`src/rtl/fpalu_pkg.sv`:
```
// Shared types and constants for the FP ALU datapaths (adder and pipelined subtractor).
package fpalu_pkg;

    localparam int unsigned FP_W   = 32;
    localparam int unsigned EXP_W  = 8;
    localparam int unsigned FRAC_W = 23;
    localparam int unsigned BIAS   = 127;
    localparam int unsigned SIG_W  = FRAC_W + 1;
    // Significand plus guard, round and sticky.
    localparam int unsigned EXT_W  = SIG_W + 3;
    localparam int unsigned SUM_W  = EXT_W + 1;

    localparam logic [FP_W-1:0] QNAN = 32'h7FC00000;
    localparam logic [FP_W-1:0] PINF = 32'h7F800000;

    typedef struct packed {
        logic             sign;
        logic [EXP_W-1:0] exp;
        logic [SIG_W-1:0] sig;
    } ufloat_t;

    // Stage 1 output: aligned operands ready for the add/sub stage.
    typedef struct packed {
        logic             valid;
        logic             sign;
        logic [EXP_W-1:0] exp;
        logic             eff_sub;
        logic [EXT_W-1:0] asig;
        logic [EXT_W-1:0] bsig;
        logic             special;
        logic [FP_W-1:0]  spec_val;
    } align_t;

    typedef struct packed {
        logic             valid;
        logic             sign;
        logic [EXP_W-1:0] exp;
        logic [SUM_W-1:0] sig;
        logic             special;
        logic [FP_W-1:0]  spec_val;
    } stage_t;

    // Denormals flush to a signed zero; normals get the hidden bit.
    function automatic ufloat_t unpack_flush(input logic [FP_W-1:0] x);
        ufloat_t u;
        u.sign = x[31];
        u.exp  = x[30:23];
        u.sig  = (x[30:23] == 8'h00) ? '0 : {1'b1, x[22:0]};
        return u;
    endfunction

endpackage

```
`src/rtl/fpalu_lzc.sv`:
```
// 28-bit leading-zero counter used by the normalise stage; all-zero input counts 28.
module fpalu_lzc
    import fpalu_pkg::*;
(
    input  logic [SUM_W-1:0] in_i,
    output logic [4:0]       cnt_o
);

    always_comb begin
        cnt_o = 5'(SUM_W);
        for (int i = 0; i < SUM_W; i++) begin
            if (in_i[i]) cnt_o = 5'(SUM_W - 1 - i);
        end
    end

endmodule

```
`src/rtl/fpalu_sub.sv`:
```
// 3-stage pipelined single-precision subtractor (diff = a - b) with valid/ready flow control.
// FPALU_SUB_RNE_EN selects round-to-nearest-even; otherwise results are truncated.
module fpalu_sub
    import fpalu_pkg::*;
(
    input  logic            clk,
    input  logic            rst,
    input  logic            in_valid,
    output logic            in_ready,
    input  logic [FP_W-1:0] a_input,
    input  logic [FP_W-1:0] b_input,
    output logic            out_valid,
    input  logic            out_ready,
    output logic [FP_W-1:0] diff
);

    align_t          s1_d, s1_q;
    stage_t          s2_d, s2_q;
    logic            v3_q;
    logic [FP_W-1:0] diff_d, diff_q;
    logic            advance;

    assign advance   = !v3_q || out_ready;
    assign in_ready  = advance;
    assign out_valid = v3_q;
    assign diff      = diff_q;

    logic [FP_W-1:0]    b_neg;
    ufloat_t            ua, ub, big, sml;
    logic               a_nan, b_nan, a_inf, b_inf, swap;
    logic [EXP_W-1:0]   shift;
    logic [EXT_W-1:0]   sml_ext;
    logic [2*EXT_W-1:0] wide;

    always_comb begin
        b_neg   = {~b_input[31], b_input[30:0]};
        ua      = unpack_flush(a_input);
        ub      = unpack_flush(b_neg);
        a_nan   = (&a_input[30:23]) && (|a_input[22:0]);
        b_nan   = (&b_input[30:23]) && (|b_input[22:0]);
        a_inf   = (&a_input[30:23]) && !(|a_input[22:0]);
        b_inf   = (&b_input[30:23]) && !(|b_input[22:0]);
        swap    = {ub.exp, ub.sig} > {ua.exp, ua.sig};
        big     = swap ? ub : ua;
        sml     = swap ? ua : ub;
        shift   = big.exp - sml.exp;
        sml_ext = {sml.sig, 3'b000};
        // Upper half is the aligned field, lower half the shifted-out bits.
        wide    = {sml_ext, {EXT_W{1'b0}}} >> shift;

        s1_d         = '0;
        s1_d.valid   = in_valid;
        s1_d.sign    = big.sign;
        s1_d.exp     = big.exp;
        s1_d.eff_sub = big.sign ^ sml.sign;
        s1_d.asig    = {big.sig, 3'b000};
        if (shift >= 8'(EXT_W)) begin
            s1_d.bsig = {{(EXT_W-1){1'b0}}, |sml_ext};
        end else begin
            s1_d.bsig = {wide[2*EXT_W-1:EXT_W+1], wide[EXT_W] | (|wide[EXT_W-1:0])};
        end

        s1_d.spec_val = QNAN;
        if (a_nan || b_nan) begin
            s1_d.special = 1'b1;
        end else if (a_inf && b_inf) begin
            s1_d.special  = 1'b1;
            s1_d.spec_val = (a_input[31] == b_neg[31]) ? {a_input[31], PINF[30:0]} : QNAN;
        end else if (a_inf) begin
            s1_d.special  = 1'b1;
            s1_d.spec_val = {a_input[31], PINF[30:0]};
        end else if (b_inf) begin
            s1_d.special  = 1'b1;
            s1_d.spec_val = {b_neg[31], PINF[30:0]};
        end
    end

    always_comb begin
        s2_d.valid    = s1_q.valid;
        s2_d.sign     = s1_q.sign;
        s2_d.exp      = s1_q.exp;
        s2_d.special  = s1_q.special;
        s2_d.spec_val = s1_q.spec_val;
        if (s1_q.eff_sub) s2_d.sig = {1'b0, s1_q.asig} - {1'b0, s1_q.bsig};
        else              s2_d.sig = {1'b0, s1_q.asig} + {1'b0, s1_q.bsig};
    end

    logic [4:0]        lz;
    logic [EXT_W-1:0]  norm;
    logic [9:0]        exp_n, exp_r;
    logic [FRAC_W-1:0] frac;
`ifdef FPALU_SUB_RNE_EN
    logic              inc;
    logic [SIG_W:0]    rsum;
`else
    logic [3:0]        unused_bits;
`endif

    fpalu_lzc u_lzc (
        .in_i  (s2_q.sig),
        .cnt_o (lz)
    );

    always_comb begin
        if (s2_q.sig[SUM_W-1]) begin
            norm  = {s2_q.sig[SUM_W-1:2], s2_q.sig[1] | s2_q.sig[0]};
            exp_n = {2'b00, s2_q.exp} + 10'd1;
        end else begin
            norm  = s2_q.sig[EXT_W-1:0] << (lz - 5'd1);
            exp_n = {2'b00, s2_q.exp} - {5'b00000, lz} + 10'd1;
        end
`ifdef FPALU_SUB_RNE_EN
        inc   = norm[2] & (norm[1] | norm[0] | norm[3]);
        rsum  = {1'b0, norm[EXT_W-1:3]} + {{SIG_W{1'b0}}, inc};
        frac  = rsum[SIG_W] ? rsum[SIG_W-1:1] : rsum[SIG_W-2:0];
        exp_r = exp_n + {9'b0, rsum[SIG_W]};
`else
        unused_bits = {norm[EXT_W-1], norm[2:0]};
        frac  = norm[EXT_W-2:3];
        exp_r = exp_n;
`endif
        if (s2_q.special)                 diff_d = s2_q.spec_val;
        else if (s2_q.sig == '0)          diff_d = '0;
        else if ($signed(exp_r) >= 10'sd255) diff_d = {s2_q.sign, PINF[30:0]};
        else if ($signed(exp_r) <= 10'sd0)   diff_d = '0;
        else                              diff_d = {s2_q.sign, exp_r[7:0], frac};
    end

    always_ff @(posedge clk) begin
        if (rst) begin
            s1_q   <= '0;
            s2_q   <= '0;
            v3_q   <= 1'b0;
            diff_q <= '0;
        end else if (advance) begin
            s1_q   <= s1_d;
            s2_q   <= s2_d;
            v3_q   <= s2_q.valid;
            diff_q <= diff_d;
        end
    end

endmodule
```
`config.mk`:
```
export PLATFORM = sky130hd
export DESIGN_NAME = fpalu_sub
export DESIGN_NICKNAME = d
export VERILOG_FILES = /design/src/rtl/fpalu_pkg.sv /design/src/rtl/fpalu_lzc.sv /design/src/rtl/fpalu_sub.sv
export SDC_FILE = /design/constraint.sdc
export NUM_CORES = 1
export LEC_CHECK = 0
export BUFFER_PORTS_ARGS = -buffer_cell sky130_fd_sc_hd__buf_4
export CORE_UTILIZATION = 30
export CTS_BUF_LIST = sky130_fd_sc_hd__clkbuf_8
export CTS_CLUSTER_SIZE = 20
export DETAILED_ROUTE_END_ITERATION = 7
export GPL_ROUTABILITY_DRIVEN = 0
export PLACE_DENSITY_LB_ADDON = 0.08
export SLEW_MARGIN = 30
export SYNTH_ARGS = -nofsm -noshare
export SYNTH_HDL_FRONTEND = slang
export SYNTH_SLANG_ARGS = --single-unit
```
`constraint.sdc`:
```
create_clock -name clk -period 5.96 [get_ports clk]
set_input_delay 0 -clock clk [delete_from_list [all_inputs] [get_ports clk]]
set_output_delay 0 -clock clk [all_outputs]
set_load 0.02 [all_outputs]
```
==> results of run 1 <==
-- power by group through the flow --
| stage | sequential, mW | combinational, mW | clock, mW |
|---|---|---|---|
| after global placement | 1.20 | 2.88 | 0 |
| after floorplan | 1.22 | 1.97 | 0 |
| after CTS | 1.18 | 2.91 | 0.919 |
| after global routing | 1.20 | 3.20 | 0.957 |
| after detailed placement | 1.20 | 2.88 | 0 |
| final | 1.18 | 2.94 | 0.888 |
-- cell type report --
cell class / count / area [um2] / area share
Inverter: 107 / 408 / 0.0264
Sequential cell: 141 / 2820 / 0.182
Timing Repair Buffer: 174 / 1400 / 0.0902
Timing Repair inverter: 1 / 5.00 / 0.000323
Clock buffer: 17 / 234 / 0.0151
Antenna cell: 1 / 2.50 / 0.000162
Multi-Input combinational cell: 1446 / 9670 / 0.625
Clock inverter: 15 / 204 / 0.0132
Tap cell: 585 / 732 / 0.0473
-- cells in the final DEF (no fill, tap or decap), types with 24 or more instances in the layout --
master      n
nand2_1   228
nor3_1     34
ha_1       91
o22ai_1    24
dfxtp_1   141
xnor2_1    28
nor2_1    217
buf_4     150
inv_1     104
a211oi_1   57
a21oi_1   152
nand3_1    51
mux4_2     28
mux2i_1    82
o21ai_0   100
-- registers in the layout, summed over array words and instances (netlist names) --
register   flops
s2_q          42
out_valid      1
diff          32
s1_q          66
-- per-stage QoR --
| stage | cell area, um2 | instances | setup slack, ps |
|---|---|---|---|
| 2_1_floorplan | 13300 | 1822 | 33.9 |
| 3_3_place_gp | 14700 | 2427 | 265 |
| 3_5_place_dp | 14700 | 2427 | 221 |
| 4_1_cts | 15400 | 2479 | 228 |
| 5_1_grt | 15500 | 2486 | 23.9 |
| 6_report | 15500 | 2487 | 374 |
-- worst reg2reg max path, cell delays in order, from the launching register on --
cell	delay, ps
dfxtp_1	450
nor2_1	80
o31ai_1	220
a211oi_1	120
o31ai_1	310
a211oi_1	150
o31ai_1	240
a211oi_1	110
or3_1	410
fa_1	450
xor2_1	350
nand3_1	170
and3b_2	310
or3b_1	340
and3_1	190
or3_1	390
a41o_2	340
nor3_2	190
buf_4	260
nand2b_1	190
o31ai_1	250
-- worst max-delay path by stage --
stage                 from  endpoint
6_report          s2_q[33]  diff[21]
5_1_grt        b_input[24]  s1_q[33]
4_1_cts        b_input[27]  s1_q[33]
3_5_place_dp   a_input[28]  s1_q[33]
3_3_place_gp   a_input[28]  s1_q[33]
2_1_floorplan  a_input[24]  s1_q[33]
-- metal layers --
metal  track usage  routed length, um
met1         0.286              22600
met5             0                  0
met2         0.359              22700
met4        0.0739               1410
met3        0.0285               1700
-- cell families (layout without fill, tap and decap cells) --
group,after synthesis,after routing,share of synthesized area
AOI/OAI and AO/OA,516,516,0.252
buffers and inverters,235,314,0.0699
muxes,123,123,0.120
xor gates and xnor gates,44,44,0.0300
and+or+nand+nor,669,669,0.228
adders and majority gates,94,94,0.0893
DFF,141,141,0.212
other,0,1,0
-- timing repair --
action	CTS	global route
resized for setup	0	16
hold buffers	20	0
setup endpoints to repair	0	4
setup buffers	0	6
hold endpoints to repair	13	0
==> metrics.yaml, run 1 <==
fp.dieW_um: 213
drive_gt1_frac: 0.136
yosysTopAreaCellShare: 0.212
cp.depth: 20
grt_pass1_vias: 13200
initial_core_util: 0.307
start_kind: "flip-flop"
power_switching_mw: 2.33
drv_slew: 0
tritoncts: "yes"
critical_path_class: "reg2reg"
fin_crit_ps: 5590
cap_viol_max_count: 0
r2r_setup_slack_ps: 370
hold_depth: 5
fmax_mhz: 179
dpl.hpwl_um: 37400
fin_util: 0.356
drt_iter0_drc: 826
async_reset_ff_frac: 0
tightest_slew_ps: 941
avgSynthCellArea_um2: 7.32
path_clk_slew_ps: 90
crit_arrival_ps: 5990
wl_per_cell_um: 19.5
viasPerCell: 5.46
ir_drop_uv: 152
pwr-share-comb: 0.587
r2r-start: "s2_q[33]"
dieArea_um2: 45300
synthCells: 1822
area_growth_pct: 16.0
core_um2: 43500
ys_seq_area_frac: 0.212
cpMaxStageDelayCell: "dfxtp_1"
drt-pass1-iter-count: 5
ys.flop_type: "dfxtp_1"
skew_ps: 25.6
grt_use_total: 0.216
rsz0062_at_grt: "no"
ys_types: 90
hold_viol: 0
r2r_cells: 20
grt-ovfl-total: 0
fin_setup_tns_ps: 0
power_frac_seq: 0.235
hp-class: "in2reg"
slew_headroom: 0.365
fin_crit_sh: 0.937
pwr-share-clk: 0.178
synth_edf_count: 0
die_y_um: 213
insertion_delay_ps: 500
power_density_nw_per_um2: 323
r2r_end: "diff[21]"
crit_chain: "nor2_1 > o31ai_1 > a211oi_1 > o31ai_1 > a211oi_1 > o31ai_1 > a211oi_1 > or3_1 > fa_1 > xor2_1 > nand3_1 > and3b_2 > or3b_1 > and3_1 > or3_1 > a41o_2 > nor3_2 > buf_4 > nand2b_1 > o31ai_1"
antenna_found_initial: 1
port_buffers: 101
clockBufferDepth: 2
crit_family: "simple AND/OR/NAND/NOR gates"
fill_cells: 4672
grt_max_degree: 78
setup_viol: 0
internal-power_mw: 2.68
via_count: 13600
switching_share: 0.465
synth_nets: 1984
rows: 76
yosys_warnings: 0
worst_ep_required_time_ps: 6360
wl_um: 48400
ys_ff_latch: 141
synth_commonest_cells: "nand2_1, nor2_1, a21oi_1"
path_buf_inv: 1
end_kind: "flip-flop"
yosysMostFrequentCell: "nand2_1"
fin_nets: 2050
route.detailed.drc: 0
io_pins: 102
clock_sinks: 141
syn-cell-area_um2: 13300
power_leakage_nw: 6.40
fin_total_pwr_mw: 5.00
cp_slowest_stage_delay_ps: 450
crit_path_frequent_cell: "o31ai_1"
hold_path_end: "s1_q[66]"
h-tree-depth: 4
holdCritStartpoint: "a_input[3]"
holdWs_ps: 40.7
detail-route-antenna-nets: 0
cp_max_fo: 16
cts_made_buffers: 17
yosys-top-cells-area: "dfxtp_1, ha_1, nand2_1"
grt_pass1_wl_um: 76200
root_buffer: "clkbuf_8"
status: "finished, final reports clean"
synth_area_leader_cell: "dfxtp_1"
Note: power is estimated with default switching activity, not from simulation.
==> inputs of run 2 (changes only) <==
- HOLD_SLACK_MARGIN: default -> 0.08
==> metrics.yaml, run 2 (synthesis gave the netlist of run 1 again) <==
status: "finished, final reports clean"
antenna_found_initial: 1
wl_per_cell_um: 19.4
drt_iter0_drc: 796
top_register: "s1_q"
drv_slew: 0
rows: 76
core_um2: 43500
grt_pass1_wl_um: 76300
top_layer: "met4"
dieArea_um2: 45300
drt-met1-wl_um: 22300
cts_made_buffers: 17
rsz0062_at_grt: "no"
dpl.hpwl_um: 37400
crit_arrival_ps: 5970
power_leakage_nw: 6.45
grt_pass1_vias: 13200
clockBufferDepth: 2
end_kind: "flip-flop"
path_clk_slew_ps: 90
power_density_nw_per_um2: 321
via_count: 13600
fp.dieW_um: 213
hp-class: "in2reg"
hold_viol: 0
h-tree-depth: 4
fin_nets: 2062
io_pins: 102
largest_reg_flops: 66
final_common_cell: "nand2_1"
area_growth_pct: 16.9
setup_viol: 0
skew_ps: 23.1
dp.cells: 2427
tritoncts: "yes"
viasPerCell: 5.46
clock_sinks: 141
fin_crit_ps: 5570
slew_headroom: 0.415
routed-wl-met3_um: 1950
grt_use_total: 0.216
cp_max_fo: 16
fin_setup_tns_ps: 0
grt_max_degree: 78
layout.cells.non_filler: 2499
ir_drop_uv: 150
wl_um: 48400
fin_crit_sh: 0.934
wl_met2_um: 22800
tightest_slew_ps: 874
most-common-layout-cells: "nand2_1, nor2_1, a21oi_1, buf_4, dfxtp_1"
route.detailed.drc: 0
fmax_mhz: 180
cap_viol_max_count: 0
worst_ep_required_time_ps: 6360
root_buffer: "clkbuf_8"
port_buffers: 101
detail-route-antenna-nets: 0
start_kind: "flip-flop"
initial_core_util: 0.307
drt-pass1-iter-count: 5
drive_gt1_frac: 0.135
insertion_delay_ps: 500
grt-ovfl-total: 0
critical_path_class: "reg2reg"
die_y_um: 213
[run 2: cell types whose count changed in the layout (fill, tap and decap cells not counted), sizes merged]
cell / change
dlygate4sd3: +12
[run 2: power by group]
part / internal (mW) / total (mW) / switching [mW]
clock: 0.430 / 0.889 / 0.458
combinational: 1.20 / 2.94 / 1.74
sequential: 1.06 / 1.18 / 0.122
total: 2.68 / 5.01 / 2.32
[run 2: through the flow]
| step | hold slack, ps | total power [mW] | utilization | setup WS [ps] | cell area, um2 |
|---|---|---|---|---|---|
| final | 108 | 5.01 | 0.359 | 394 | 15600 |
| after global routing | 104 | 5.36 | 0.359 | 23.9 | 15600 |
| after CTS | 83.7 | 5.01 | 0.356 | 228 | 15500 |
| after detailed placement | 288 | 4.08 | 0.339 | 221 | 14700 |
| after global placement | 266 | 4.08 | 0.339 | 265 | 14700 |
| after floorplan | 140 | 3.19 | - | 33.9 | 13300 |
[run 2: cell type report]
cell class / count / area, um2
repair buffers: 186 / 1520
multi-input cells: 1446 / 9670
repair inverters: 1 / 5.00
well taps: 585 / 732
fillers: 4661 / 27900
diodes: 1 / 2.50
clock buffers: 17 / 234
inverters: 107 / 408
clock inverters: 15 / 204
flip-flops and latches: 141 / 2820
[run 2: worst paths after layout]
| path | from | end | slack (ps) | cells after the start |
|---|---|---|---|---|
| worst max-delay path | s2_q[33] | diff[21] | 390 | 20 |
| worst min-delay path | b_input[3] | s1_q[66] | 110 | 7 |
| worst max register to register | s2_q[33] | diff[21] | 390 | 20 |
| worst min register to register | s2_q[70] | s2_q[70] | 460 | 2 |
[run 2: critical path: stages (launching register included)]
cell      delay (ps)
dfxtp_1          460
nor2_1            80
o31ai_1          220
a211oi_1         120
o31ai_1          300
a211oi_1         140
o31ai_1          240
a211oi_1         110
or3_1            420
fa_1             450
xor2_1           350
nand3_1          170
and3b_2          310
or3b_1           340
and3_1           190
or3_1            390
a41o_2           330
nor3_2           190
buf_4            260
nand2b_1         170
o31ai_1          250
[run 2: repair_timing]
action	in CTS	in global routing
resized for setup	0	16
endpoints found under the setup margin	0	4
hold buffers	32	0
hold endpoints to repair	40	0
setup buffers	0	6
[run 2: metal layers]
| metal | GRT usage | up-vias |
|---|---|---|
| met5 | 0 | - |
| met4 | 0.0739 | 0 |
| li1 | - | 6789 |
| met1 | 0.286 | 6439 |
| met2 | 0.360 | 342 |
| met3 | 0.0282 | 63 |
==> inputs of run 3 (changes only) <==
- RECOVER_POWER: default -> 50
==> metrics.yaml, run 3 (synthesis gave the netlist of run 1 again) <==
r2r_end: "diff[21]"
layout.cells.non_filler: 2499
wl_per_cell_um: 19.4
crit_path_frequent_cell: "o31ai_1"
area_growth_pct: 15.8
grt_use_total: 0.216
cp_max_fo: 16
cpMaxStageDelayCell: "dfxtp_1"
top_register: "s1_q"
crit_family: "simple AND/OR/NAND/NOR gates"
insertion_delay_ps: 500
rows: 76
dp.cells: 2427
grt_max_degree: 78
final_common_cell: "nand2_1"
core_um2: 43500
skew_ps: 24.0
crit_chain: "nor2_1 > o31ai_1 > a211oi_1 > o31ai_1 > a211oi_1 > o31ai_1 > a211oi_1 > or3_1 > fa_1 > xor2_1 > nand3_1 > and3b_2 > or3b_1 > and3_1 > or3_1 > a41o_2 > nor3_2 > buf_4 > nand2b_1 > o31ai_1"
hold_depth: 7
holdCritStartpoint: "b_input[3]"
drt-pass1-iter-count: 5
initial_core_util: 0.307
viasPerCell: 5.44
rsz0062_at_grt: "no"
slew_headroom: -0.634
path_buf_inv: 1
via_count: 13600
most-common-layout-cells: "nand2_1, nor2_1, a21oi_1, dfxtp_1, buf_4"
fin_nets: 2062
end_kind: "flip-flop"
ir_drop_uv: 151
root_buffer: "clkbuf_8"
dieArea_um2: 45300
drt_iter0_drc: 843
detail-route-antenna-nets: 0
cap_viol_max_count: 1
multi_input_area_um2: 9670
fin_setup_tns_ps: 0
cp_slowest_stage_delay_ps: 460
power_density_nw_per_um2: 321
crit_arrival_ps: 5980
setup_viol: 0
largest_reg_flops: 66
route.detailed.drc: 0
status: "finished, violations left"
dpl.hpwl_um: 37400
tritoncts: "yes"
grt_pass1_vias: 13200
worst_ep_required_time_ps: 6360
r2r_cells: 20
fin_crit_sh: 0.936
hp-class: "in2reg"
h-tree-depth: 4
antenna_found_initial: 1
grt-ovfl-total: 0
grt_pass1_wl_um: 76300
port_buffers: 101
critical_path_class: "reg2reg"
fill_cells: 4703
path_clk_slew_ps: 90
r2r_setup_slack_ps: 380
tightest_slew_ps: 2450
r2r-start: "s2_q[33]"
fp.dieW_um: 213
drv_slew: 41
hold_viol: 0
hold_path_end: "s1_q[66]"
io_pins: 102
fin_crit_ps: 5580
regArea_um2: 2820
clock_sinks: 141
start_kind: "flip-flop"
wl_um: 48500
violations: "max-capacitance violations, max-slew violations"
cts_made_buffers: 17
fmax_mhz: 179
clockBufferDepth: 2
power_leakage_nw: 6.30
drive_gt1_frac: 0.116
die_y_um: 213
-- run 3: cell count changes in the layout (fill, tap and decap cells not counted), sizes merged --
cell,previous run,this run
buf,154,116
clkbuf,17,55
-- run 3: layer usage --
metal / GRT usage / up-vias / wire [um]
met1: 0.286 / 6399 / 22300
met2: 0.360 / 350 / 22800
met3: 0.0282 / 67 / 1910
met5: 0 / - / 0
li1: - / 6789 / -
met4: 0.0739 / 0 / 1450
-- run 3: power by group --
| group | switching [mW] | internal, mW |
|---|---|---|
| logic | 1.75 | 1.15 |
| clock network | 0.457 | 0.430 |
| registers | 0.120 | 1.06 |
| total | 2.32 | 2.64 |
-- run 3: tightest hold or removal path: cells and delay by family --
family / cells / cell delay, ps
compound gates: 2 / 180
buf+inv: 2 / 190
simple gates: 3 / 190
-- run 3: timing repair --
item | CTS | global route
resized for setup | 0 | 16
endpoints found under the setup margin | 0 | 4
buffers inserted | 0 | 6
hold buffers | 32 | 0
endpoints found under the hold margin | 40 | 0
-- run 3: worst max-delay path by stage --
stage / cells after the start / slack [ps] / from / endpoint
final: 20 / 380 / s2_q[33] / diff[21]
after global routing: 28 / 20 / b_input[24] / s1_q[33]
after CTS: 26 / 230 / b_input[27] / s1_q[33]
after detailed placement: 24 / 220 / a_input[28] / s1_q[33]
after global placement: 24 / 270 / a_input[28] / s1_q[33]
after floorplan: 31 / 30 / a_input[24] / s1_q[33]
-- run 3: area by class of cell --
type                    count  share of cell area
inverters                 107              0.0264
clock inverters            15              0.0132
diodes                      1            0.000162
flip-flops and latches    141               0.183
clock buffers              17              0.0151
multi-input cells        1446               0.626
repair inverters            1            0.000324
repair buffers            186              0.0890
well taps                 585              0.0474
-- run 3: per-stage QoR --
| step | cell area, um2 | util | total power [mW] | hold WS [ps] | setup WS, ps |
|---|---|---|---|---|---|
| after floorplan | 13300 | - | 3.19 | 140 | 33.9 |
| after global placement | 14700 | 0.339 | 4.08 | 266 | 265 |
| after detailed placement | 14700 | 0.339 | 4.08 | 288 | 221 |
| after CTS | 15500 | 0.356 | 5.01 | 83.7 | 228 |
| after global routing | 15400 | 0.355 | 5.32 | 104 | 23.9 |
| final | 15400 | 0.355 | 4.96 | 107 | 379 |
